$ cat src/rtl/pong_pkg.sv
// Shared pong types: per-channel debounce state encoding, paddle control levels, channel status.
// LOCKED is only reachable when built with JOY_STUCK_DETECT_EN.
package pong_pkg;

    typedef enum logic [2:0] {
        ST_IDLE,
        ST_PRESS_WAIT,
        ST_PRESSED,
        ST_RELEASE_WAIT,
        ST_LOCKED
    } chan_state_t;

    // Paddle control inputs are active-low: 1 means "no movement requested".
    localparam logic CTRL_ACTIVE = 1'b0;
    localparam logic CTRL_IDLE   = 1'b1;

    localparam int NUM_CH  = 2;
    localparam int CH_UP   = 0;
    localparam int CH_DOWN = 1;

    typedef struct packed {
        logic deb;     // debounced level, 1 = pressed
        logic press;   // one-cycle pulse on accepted press
        logic locked;  // channel in stuck lockout
    } chan_stat_t;

    function automatic logic ctrl_level(input logic active);
        return active ? CTRL_ACTIVE : CTRL_IDLE;
    endfunction

endpackage

$ cat src/rtl/joystick_conditioner_if.sv
// Pin/control bundle between the board joystick pins, one conditioner and the paddle logic.
interface joystick_conditioner_if;

    logic enable;
    logic btn_up_n;
    logic btn_down_n;
    logic control_up;
    logic control_down;
    logic up_press;
    logic down_press;
    logic stuck;

    modport master (
        output enable, btn_up_n, btn_down_n,
        input  control_up, control_down, up_press, down_press, stuck
    );

    modport slave (
        input  enable, btn_up_n, btn_down_n,
        output control_up, control_down, up_press, down_press, stuck
    );

endinterface

$ cat src/rtl/debounce_channel.sv
// One button channel: synchroniser, debounce FSM with saturating counter, press pulse.
// JOY_STUCK_DETECT_EN adds a hold counter that locks the channel out after STUCK_CYCLES held.
module debounce_channel
    import pong_pkg::*;
#(
    parameter int          SYNC_STAGES     = 2,
    parameter int          DEBOUNCE_CYCLES = 250000,
    parameter int          CNT_W           = 18,
    parameter logic [23:0] STUCK_CYCLES    = 24'd15000000
) (
    input  logic       clock,
    input  logic       reset,
    input  logic       pin_n,
    output chan_stat_t stat
);

    localparam logic [CNT_W-1:0] LAST = CNT_W'(DEBOUNCE_CYCLES - 1);

    logic [SYNC_STAGES-1:0] sync;
    logic                   s;
    chan_state_t            state;
    logic [CNT_W-1:0]       cnt;
    logic [CNT_W-1:0]       cnt_inc;
    logic                   press;
    logic                   deb;

    assign s       = sync[SYNC_STAGES-1];
    assign cnt_inc = (cnt == '1) ? cnt : cnt + 1'b1;
    assign deb     = (state == ST_PRESSED) || (state == ST_RELEASE_WAIT);

`ifdef JOY_STUCK_DETECT_EN
    logic [23:0] hold;
    logic [23:0] hold_inc;

    assign hold_inc = (hold == '1) ? hold : hold + 1'b1;
`else
    logic unused_stuck_cfg;

    assign unused_stuck_cfg = ^STUCK_CYCLES;
`endif

    // The sample that moves IDLE->PRESS_WAIT counts as the first stable one,
    // so the wait states finish when the incremented count reaches LAST.
    always_ff @(posedge clock or negedge reset) begin
        if (!reset) begin
            sync  <= '1;
            state <= ST_IDLE;
            cnt   <= '0;
            press <= 1'b0;
`ifdef JOY_STUCK_DETECT_EN
            hold  <= '0;
`endif
        end else begin
            sync  <= {sync[SYNC_STAGES-2:0], pin_n};
            press <= 1'b0;
            case (state)
                ST_IDLE: begin
                    if (!s) begin
                        state <= ST_PRESS_WAIT;
                        cnt   <= '0;
                    end
                end
                ST_PRESS_WAIT: begin
                    if (s) begin
                        state <= ST_IDLE;
                    end else if (cnt_inc == LAST) begin
                        state <= ST_PRESSED;
                        press <= 1'b1;
                    end else begin
                        cnt <= cnt_inc;
                    end
                end
                ST_PRESSED: begin
                    if (s) begin
                        state <= ST_RELEASE_WAIT;
                        cnt   <= '0;
                    end
                end
                ST_RELEASE_WAIT: begin
                    if (!s) begin
                        state <= ST_PRESSED;
                    end else if (cnt_inc == LAST) begin
                        state <= ST_IDLE;
                    end else begin
                        cnt <= cnt_inc;
                    end
                end
`ifdef JOY_STUCK_DETECT_EN
                // Lockout clears only after DEBOUNCE_CYCLES of released samples.
                ST_LOCKED: begin
                    if (!s) begin
                        cnt <= '0;
                    end else if (cnt == LAST) begin
                        state <= ST_IDLE;
                    end else begin
                        cnt <= cnt_inc;
                    end
                end
`endif
                default: state <= ST_IDLE;
            endcase
`ifdef JOY_STUCK_DETECT_EN
            // Placed after the case so a lockout overrides that cycle's transition.
            if (state == ST_IDLE) begin
                hold <= '0;
            end else if (deb) begin
                hold <= hold_inc;
                if (hold_inc == STUCK_CYCLES) begin
                    state <= ST_LOCKED;
                    cnt   <= '0;
                end
            end
`endif
        end
    end

`ifdef JOY_STUCK_DETECT_EN
    assign stat = '{deb: deb, press: press, locked: (state == ST_LOCKED)};
`else
    assign stat = '{deb: deb, press: press, locked: 1'b0};
`endif

endmodule

$ cat src/rtl/joystick_conditioner.sv
// Per-player joystick front end: two debounce channels, up/down arbitration, enable gating.
// Optional stuck-button lockout is built in with JOY_STUCK_DETECT_EN.
module joystick_conditioner
    import pong_pkg::*;
#(
    parameter int          SYNC_STAGES     = 2,
    parameter int          DEBOUNCE_CYCLES = 250000,
    parameter int          CNT_W           = 18,
    parameter logic [23:0] STUCK_CYCLES    = 24'd15000000
) (
    input logic                   clock,
    input logic                   reset,
    joystick_conditioner_if.slave bus
);

    logic [NUM_CH-1:0]      pins;
    chan_stat_t [NUM_CH-1:0] stat;

    assign pins = {bus.btn_down_n, bus.btn_up_n};

    generate
        for (genvar g = 0; g < NUM_CH; g++) begin : g_ch
            debounce_channel #(
                .SYNC_STAGES    (SYNC_STAGES),
                .DEBOUNCE_CYCLES(DEBOUNCE_CYCLES),
                .CNT_W          (CNT_W),
                .STUCK_CYCLES   (STUCK_CYCLES)
            ) u_ch (
                .clock(clock),
                .reset(reset),
                .pin_n(pins[g]),
                .stat (stat[g])
            );
        end
    endgenerate

    logic ctrl_up;
    logic ctrl_down;
    logic up_press;
    logic down_press;
    logic stuck;

    // Both directions held means the paddle holds still; press pulses ignore arbitration.
    always_ff @(posedge clock or negedge reset) begin
        if (!reset) begin
            ctrl_up    <= CTRL_IDLE;
            ctrl_down  <= CTRL_IDLE;
            up_press   <= 1'b0;
            down_press <= 1'b0;
            stuck      <= 1'b0;
        end else begin
            ctrl_up    <= ctrl_level(bus.enable && stat[CH_UP].deb && !stat[CH_DOWN].deb);
            ctrl_down  <= ctrl_level(bus.enable && stat[CH_DOWN].deb && !stat[CH_UP].deb);
            up_press   <= bus.enable && stat[CH_UP].press;
            down_press <= bus.enable && stat[CH_DOWN].press;
            stuck      <= stat[CH_UP].locked || stat[CH_DOWN].locked;
        end
    end

    assign bus.control_up   = ctrl_up;
    assign bus.control_down = ctrl_down;
    assign bus.up_press     = up_press;
    assign bus.down_press   = down_press;
    assign bus.stuck        = stuck;

endmodule
$ cat src/flat_wrapper.sv
// flat-port wrapper written by rule: the top's interface ports become plain ports
module joystick_conditioner_flat import pong_pkg::*;
#(
    parameter int          SYNC_STAGES     = 2,
    parameter int          DEBOUNCE_CYCLES = 250000,
    parameter int          CNT_W           = 18,
    parameter logic [23:0] STUCK_CYCLES    = 24'd15000000
)
  (clock, reset, bus_enable, bus_btn_up_n, bus_btn_down_n, bus_control_up, bus_control_down, bus_up_press, bus_down_press, bus_stuck);
  joystick_conditioner_if bus_i ();
  input logic clock;
  input logic reset;
  input wire logic [$bits(bus_i.enable)-1:0] bus_enable;
  input wire logic [$bits(bus_i.btn_up_n)-1:0] bus_btn_up_n;
  input wire logic [$bits(bus_i.btn_down_n)-1:0] bus_btn_down_n;
  output wire logic [$bits(bus_i.control_up)-1:0] bus_control_up;
  output wire logic [$bits(bus_i.control_down)-1:0] bus_control_down;
  output wire logic [$bits(bus_i.up_press)-1:0] bus_up_press;
  output wire logic [$bits(bus_i.down_press)-1:0] bus_down_press;
  output wire logic [$bits(bus_i.stuck)-1:0] bus_stuck;
  assign bus_i.enable = bus_enable;
  assign bus_i.btn_up_n = bus_btn_up_n;
  assign bus_i.btn_down_n = bus_btn_down_n;
  assign bus_control_up = bus_i.control_up;
  assign bus_control_down = bus_i.control_down;
  assign bus_up_press = bus_i.up_press;
  assign bus_down_press = bus_i.down_press;
  assign bus_stuck = bus_i.stuck;
  joystick_conditioner #(.SYNC_STAGES(SYNC_STAGES), .DEBOUNCE_CYCLES(DEBOUNCE_CYCLES), .CNT_W(CNT_W), .STUCK_CYCLES(STUCK_CYCLES)) u_core (.clock(clock), .reset(reset), .bus(bus_i));
endmodule
$ cat config.mk
export PLATFORM = sky130hd
export DESIGN_NAME = joystick_conditioner_flat
export DESIGN_NICKNAME = d
export VERILOG_FILES = /design/src/rtl/pong_pkg.sv /design/src/rtl/joystick_conditioner_if.sv /design/src/rtl/debounce_channel.sv /design/src/rtl/joystick_conditioner.sv /design/src/flat_wrapper.sv
export SDC_FILE = /design/constraint.sdc
export NUM_CORES = 1
export LEC_CHECK = 0
export CORE_ASPECT_RATIO = 2
export CORE_MARGIN = 8
export CORE_UTILIZATION = 35
export CTS_BUF_LIST = sky130_fd_sc_hd__clkbuf_16
export DETAILED_ROUTE_END_ITERATION = 10
export PLACE_DENSITY = 0.61
export SLEW_MARGIN = 0
export SYNTH_ARGS = -nofsm -noshare
export SYNTH_HDL_FRONTEND = slang
export SYNTH_HIERARCHICAL = 1
export SYNTH_SLANG_ARGS = --single-unit
$ cat constraint.sdc
create_clock -name clock -period 3.77 [get_ports clock]
set_input_delay 0.377 -clock clock [delete_from_list [all_inputs] [get_ports clock]]
set_output_delay 0.377 -clock clock [all_outputs]
set_load 0.05 [all_outputs]
==> results of run 1 <==
==> worst max-delay path by stage <==
stage	slack, ns	end	cells past startpoint
2_1_floorplan	1.06	u_core/g_ch[0].u_ch/cnt[10]$_DFFE_PN0P_	11
3_3_place_gp	0.57	u_core/g_ch[0].u_ch/cnt[8]$_DFFE_PN0P_	9
3_5_place_dp	0.54	u_core/g_ch[0].u_ch/cnt[16]$_DFFE_PN0P_	9
4_1_cts	0.51	u_core/g_ch[0].u_ch/cnt[16]$_DFFE_PN0P_	9
5_1_grt	0.18	u_core/g_ch[0].u_ch/cnt[16]$_DFFE_PN0P_	9
6_report	0.42	u_core/g_ch[0].u_ch/cnt[16]$_DFFE_PN0P_	9
==> cells by family (layout without fill, tap and decap cells) <==
kind of cell               count (synthesis)  count (layout)  synth area share (%)
muxes                                      6               6                 1.716
adders and majority gates                  2               2                0.7147
buffers and inverters                     56              36                 8.435
DFF                                       51              51                 36.67
other                                      2               2                0.2145
and+or+nand+nor                          171             171                 27.02
xor gates and xnor gates                   6               6                 1.501
AOI/OAI and AO/OA                        118             118                 23.73
==> layer usage <==
metal | global-route usage [%] | wire [um] | up-vias | share of wire, %
met5 | 0 | 0 | - | 0
met4 | 11.75 | 588 | 0 | 5.2
met3 | 1.828 | 377 | 35 | 3.4
met2 | 33.92 | 6537 | 111 | 58
met1 | 15.50 | 3719 | 1567 | 33
li1 | - | - | 1500 | -
==> power groups by stage <==
stage	Sequential (mW)	Clock, mW	Combinational (mW)
after floorplan	0.585	0	0.0897
after global placement	0.603	0	0.111
after detailed placement	0.604	0	0.112
after CTS	0.594	0.468	0.112
after global routing	0.598	0.483	0.122
final	0.595	0.450	0.112
==> placed cells by master, fill, tap and decap left out, drive strengths merged, types with 12 or more instances in the layout <==
cell type	count
o21ai	28
inv	13
nor2	16
a22o	16
a21oi	18
nor3	18
nand3	32
dfrtp	45
nand2	42
nand4	12
==> sequential cells by signal (all words and copies together), names as in the netlist, named ones only <==
register / count
u_core/g_ch.u_ch/cnt: 36
u_core/bus.control_up: 1
u_core/g_ch.u_ch/press: 2
u_core/bus.stuck: 1
u_core/bus.control_down: 1
u_core/bus.up_press: 1
u_core/g_ch.u_ch/sync: 4
u_core/g_ch.u_ch/state: 2
u_core/bus.down_press: 1
==> through the flow <==
step	power, mW	hold slack [ns]	worst slack, ns	cells	util [%]
2_1_floorplan	0.6751	0.08141	1.061	412	-
3_3_place_gp	0.7142	0.3456	0.5662	516	36.40
3_5_place_dp	0.7162	0.3472	0.5387	516	36.40
4_1_cts	1.174	0.2270	0.5084	524	37.86
5_1_grt	1.204	0.2510	0.1771	524	37.86
6_report	1.158	0.1931	0.4197	524	37.86
==> cell type report <==
cell class | instances | area (um^2)
multi-input combinational | 305 | 1922
clock inverter | 3 | 17.52
clock buffer | 5 | 125.1
tap | 132 | 165.2
fill | 1043 | 6067
inverter | 12 | 45.04
timing repair buffer | 16 | 137.6
sequential | 51 | 1284
==> worst max-delay path, cell delays in order (launching register included) <==
cell	delay (ns)
dfrtp_1	0.55
ha_1	0.31
nand4_1	0.24
nor4_2	0.54
a31oi_1	0.28
nor4b_1	0.38
and4_1	0.42
nand2b_4	0.28
inv_2	0.11
a2bb2oi_1	0.16
==> metrics.log, run 1 <==
[metrics] Global Route Usage Sum: 17.20%
[metrics] clk slew on worst S/H paths: 0.07 ns
[metrics] overflow left after global routing: 0
[metrics] ratio of routed vias to standard cells: 6.132
[metrics] Cells after Synth: 412
[metrics] maximum clock path buffer count: 2
[metrics] number of hold buffers added after cts: 0
[metrics] total negative setup slack: 0 ns
[metrics] status: finished, final reports clean
[metrics] top area cells in the synthesized netlist: dfrtp_1, dfstp_2, nand2_1
[metrics] synthesized area: 0.003501 mm^2
[metrics] CTS Root Buffer Type: clkbuf_16
[metrics] clock buffers created by TritonCTS: 5
[metrics] layout cells sized above 1: 9.184%
[metrics] maximum clock rate: 298.5 MHz
[metrics] post-route cell area: 0.003696 mm^2
[metrics] largest net degree at the start of global routing: 52
[metrics] classification of the worst-slack hold path: in -> async
[metrics] Max Slew Vio Count: 0
[metrics] cell types with the highest counts after synthesis: dfrtp_1, nand2_1, nand3_1
[metrics] power spent charging and discharging nets: 0.3046 mW
[metrics] Post-CTS Setup Bufs: 0
[metrics] CTS HTree Levels: 2
[metrics] antenna violations before repair: 0
[metrics] count of instances resized after the clock tree is built: 0
[metrics] top-count cell post-synth: dfrtp_1
[metrics] Reg2Reg Depth: 9
[metrics] Setup-failing EPs final: 0
[metrics] post-route DRC violation count: 0
[metrics] CP Data Required Time: 3.98 ns
[metrics] startpoint types: flop
[metrics] internal power: 0.8533 mW
[metrics] Starting Density: 35.86%
[metrics] worst ir drop on vdd: 166.3 uV
[metrics] routability-driven placement congestion ratio: 0.9848
[metrics] die extent in y: 157.4 um
[metrics] max-cap violations: 0
[metrics] detailed-route wire length per cell: 21.42 um
[metrics] final period demand of the worst path: 3.350 ns
[metrics] distinct cell type count of the synthesized netlist: 56
[metrics] power density over the cells: 313.3 mW/mm^2
[metrics] vias after detailed routing: 3213
[metrics] number of global-route vias before repair: 3252
[metrics] chip width: 86.72 um
[metrics] TritonCTS clock tree: yes
[metrics] number of standard-cell rows in the floorplan: 51
[metrics] wire length reported by the detailed router: 11220 um
[metrics] core region area: 0.009763 mm^2
[metrics] hold violation count in the final report: 0
[metrics] DRT antenna net count: 0
[metrics] P_leak: 1.464 nW
[metrics] Sink Count: 51
[metrics] unrepaired setup endpoints after global routing: no
[metrics] total inserted antenna cells: 0
[metrics] part of the Yosys area used for sequential elements: 36.67%
[metrics] Final HPWL DP: 8284 um
[metrics] worst-path fanout max: 12
[metrics] fraction of power consumed by combinational cells: 9.7%
[metrics] final clock period utilization by the worst path: 88.87%
[metrics] Worst slew margin: 48.64%
[metrics] ys flop type: dfrtp_1
[metrics] dominant cell type by area after synthesis: dfrtp_1
[metrics] fraction of power consumed by sequential logic: 51.4%
[metrics] Synthesis Warnings: 6
[metrics] number of nets at the end of the flow: 398
[metrics] cell area reported after detailed placement: 0.003553 mm^2
[metrics] number of DRC markers after the initial detailed-route iteration: 184
[metrics] die area: 0.01365 mm^2
[metrics] Skew-Pair Late Insertion Delay: 0.29 ns
[metrics] Seq cells post-synth: 51
[metrics] Crit path arrival time: 3.56 ns
[metrics] number of top-level pins: 10
[metrics] share of async-settable or async-resettable flops after synthesis: 100.0%
[metrics] switching portion of total power: 26.31%
[metrics] worst reg2reg setup slack: 0.42 ns
[metrics] end of the worst register-to-register path: u_core/g_ch[0].u_ch/cnt[16]$_DFFE_PN0P_
[metrics] Yosys top cell area share: 32.17%
[metrics] number of flops mapped to enable cells by yosys: 0
[metrics] classification of the worst setup path: reg -> reg
[metrics] Setup Skew: 0.004604 ns
[metrics] Worst R2R Start: u_core/g_ch[0].u_ch/cnt[0]$_DFFE_PN0P_
[metrics] synthesized net count: 419
[metrics] area growth from synthesis to layout: 5.575%
[metrics] crit path capture type: flop
[metrics] synthesized area per cell: 8.497 um^2
[metrics] Crit. Startpoint: u_core/g_ch[0].u_ch/cnt[0]$_DFFE_PN0P_
[metrics] clock network fraction of total power: 38.9%
[metrics] actual transition at the worst max-transition pin: 0.7678 ns
[metrics] Pre-Repair DR Iteration Count: 5
[metrics] number of port buffers: 9
[metrics] wire length of the first global-routing pass: 17850 um
No activity file was read; power rests on OpenSTA's default activity.
==> run 2, diff against run 1 <==
Settings changed: CORE_MARGIN 8 to 2.
==> run 2 against run 1 <==
Net effect: register-to-register slack better by 0.02 ns; critical endpoint is now u_core/g_ch[0].u_ch/cnt[2]$_DFFE_PN0P_; clock skew increased by 0.00083 ns; worst setup slack improved by 0.017 ns; clock-buffer cell count unchanged; global-route usage increased by 4.0 points; sequential share of layout area about the same; combinational power about the same; largest power group unchanged; first-iteration DRC count is 59% higher; die area decreased by 20%; utilization is 0.051 points higher.
==> metrics.log, run 2 (synthesis gave the netlist of run 1 again) <==
[metrics] Core Util, Final: 37.91% (+0.051 points)
[metrics] worst path bufs/invs: 1 (unchanged)
[metrics] post-route DRC violation count: 0 (unchanged)
[metrics] max-cap violations: 0 (unchanged)
[metrics] wire length of the first global-routing pass: 17500 um (-2.0%)
[metrics] Starting Density: 35.86% (unchanged)
[metrics] total negative setup slack: 0 ns (unchanged)
[metrics] clk slew on worst S/H paths: 0.06 ns (about the same)
[metrics] total inserted antenna cells: 0 (unchanged)
[metrics] hold violation count in the final report: 0 (unchanged)
[metrics] worst ir drop on vdd: 180.4 uV (+8.5%)
[metrics] ratio of routed vias to standard cells: 6.309 (+2.9%)
[metrics] Worst R2R Start: u_core/g_ch[0].u_ch/cnt[0]$_DFFE_PN0P_
[metrics] area growth from synthesis to layout: 5.718%
[metrics] P_leak: 1.459 nW (-0.31%)
[metrics] Pre-Repair DR Iteration Count: 5 (unchanged)
[metrics] Max Slew Vio Count: 0 (unchanged)
[metrics] TritonCTS clock tree: yes
[metrics] slowest cell on the critical path: nor4_2
[metrics] wire length reported by the detailed router: 10950 um (-2.4%)
[metrics] Setup-failing EPs final: 0 (unchanged)
[metrics] actual transition at the worst max-transition pin: 0.7333 ns (-0.03447 ns)
[metrics] number of DRC markers after the initial detailed-route iteration: 293 (+59%)
[metrics] DRT antenna net count: 0 (unchanged)
[metrics] count of instances resized after the clock tree is built: 0 (unchanged)
[metrics] post-route cell area: 0.003701 mm^2 (+0.14%)
[metrics] largest registers: u_core/g_ch.u_ch/cnt: 36 flops, u_core/g_ch.u_ch/sync: 4 flops
[metrics] vias after detailed routing: 3312 (+3.1%)
[metrics] worst-path fanout max: 12 (unchanged)
[metrics] number of flip-flops in the largest register: 36 (unchanged)
[metrics] Crit path arrival time: 3.54 ns (-0.02 ns)
[metrics] crit path capture type: flop
[metrics] Crit. Startpoint: u_core/g_ch[0].u_ch/cnt[0]$_DFFE_PN0P_
[metrics] number of nets at the end of the flow: 399 (+0.25%)
[metrics] layout cells sized above 1: 9.160% (-0.023 points)
[metrics] status: finished, final reports clean
[metrics] number of cells after detailed placement: 517 (+0.19%)
[metrics] Skew-Pair Late Insertion Delay: 0.29 ns (about the same)
[metrics] overflow left after global routing: 0 (unchanged)
[metrics] largest reg by FF count: u_core/g_ch.u_ch/cnt
[metrics] worst setup slack before clock tree synthesis: 0.5209 ns (-0.01773 ns)
[metrics] die area: 0.01087 mm^2 (-20%)
[metrics] final period demand of the worst path: 3.333 ns (-0.01687 ns)
[metrics] CTS Root Buffer Type: clkbuf_16
[metrics] Final HPWL DP: 8232 um (-0.63%)
[metrics] power density over the cells: 308.8 mW/mm^2 (-1.4%)
[metrics] antenna violations before repair: 0 (unchanged)
[metrics] number of hold buffers added after cts: 0 (unchanged)
[metrics] CTS HTree Levels: 2 (unchanged)
[metrics] Global Route Usage Sum: 21.24% (+4.0 points)
[metrics] detailed-route wire length per cell: 20.85 um (-2.6%)
[metrics] number of global-route vias before repair: 3224 (-0.86%)
[metrics] final clock period utilization by the worst path: 88.42% (-0.45 points)
[metrics] longest individual stage delay on the worst path: 0.60 ns (+0.05 ns)
[metrics] chip width: 74.72 um (-14%)
[metrics] most common cell after layout, fill and taps aside: dfrtp_1
[metrics] Worst slew margin: 50.71% (+2.1 points)
[metrics] most frequent cells in the layout: dfrtp_1, nand2_1, nand3_1
[metrics] classification of the worst-slack hold path: in -> async
[metrics] Worst Slack Setup Final: 0.4366 ns (+0.01687 ns)
[metrics] number of top-level pins: 10 (unchanged)
[metrics] Post-CTS Setup Bufs: 0 (unchanged)
[metrics] Setup Skew: 0.005435 ns (+0.0008311 ns)
[metrics] number of standard-cell rows in the floorplan: 51 (unchanged)
[metrics] maximum clock path buffer count: 2 (unchanged)
[metrics] Worst path top cell family by delay: simple AND/OR/NAND/NOR gates
[metrics] post-route non-filler standard cell count: 525 (+0.19%)
[metrics] worst-case hold slack: 0.1152 ns (-0.07785 ns)
[metrics] Critical Path, Cell by Cell: ha_1 > nand4_1 > nor4_2 > a31oi_1 > nor4b_1 > and4_1 > nand2b_4 > inv_2 > a2bb2oi_1
[metrics] largest net degree at the start of global routing: 27 (-48%)
[metrics] die extent in y: 145.4 um (-7.6%)
[metrics] unrepaired setup endpoints after global routing: no
[metrics] cell area reported after detailed placement: 0.003561 mm^2 (+0.21%)
[metrics] number of port buffers: 9 (unchanged)
[metrics] classification of the worst setup path: reg -> reg
[metrics] routability-driven placement congestion ratio: 1.058 (+7.4%)
[metrics] core region area: 0.009763 mm^2 (unchanged)
[metrics] Sink Count: 51 (unchanged)
[metrics] clock buffers created by TritonCTS: 5 (unchanged)
[metrics] maximum clock rate: 300.0 MHz (+0.51%)
[metrics] startpoint types: flop
[metrics] CP Data Required Time: 3.98 ns (about the same)
[metrics] Power Total: 1.143 mW (-1.3%)
==> run 2: path summary, 6_finish.rpt <==
path	end	slack [ns]	cells past startpoint
max	u_core/g_ch[0].u_ch/cnt[2]$_DFFE_PN0P_	0.44	9
min in group clock	u_core/g_ch[1].u_ch/sync[1]$_DFF_PN1_	0.36	0
max in group asynchronous	u_core/g_ch[0].u_ch/sync[1]$_DFF_PN1_	2.82	2
min reg2reg	u_core/g_ch[1].u_ch/sync[1]$_DFF_PN1_	0.36	0
max reg2reg	u_core/g_ch[0].u_ch/cnt[2]$_DFFE_PN0P_	0.44	9
min	u_core/bus.stuck$_DFF_PN0_	0.12	1
==> run 2: worst register-to-register path, cell delays in order (launching register included) <==
cell,delay (ns)
dfrtp_1,0.53
ha_1,0.31
nand4_1,0.23
nor4_2,0.60
a31oi_1,0.26
nor4b_1,0.36
and4_1,0.40
nand2b_4,0.28
inv_2,0.11
a2bb2oi_1,0.16
==> run 2: per-layer routing <==
metal	global-route usage, %	vias up	part of all wire [%]
met5	0	-	0
met4	14.91	0	7.7
met3	2.355	58	3.7
met2	37.12	148	55
met1	22.40	1608	33
li1	-	1498	-
==> run 2: power by group <==
part           switching (mW)  leakage [nW]  internal (mW)
Sequential             0.0336         0.679          0.563
Clock                   0.195        0.0649          0.242
Combinational          0.0639         0.716         0.0451
==> run 2: final cells by class <==
cell class | instances | area (um^2)
clock buffers | 5 | 125.1
fillers | 989 | 6062
multi-input cells | 305 | 1922
repair buffers | 17 | 145.1
flip-flops and latches | 51 | 1284
well taps | 132 | 165.2
inverters | 12 | 45.04
clock inverters | 3 | 15.01
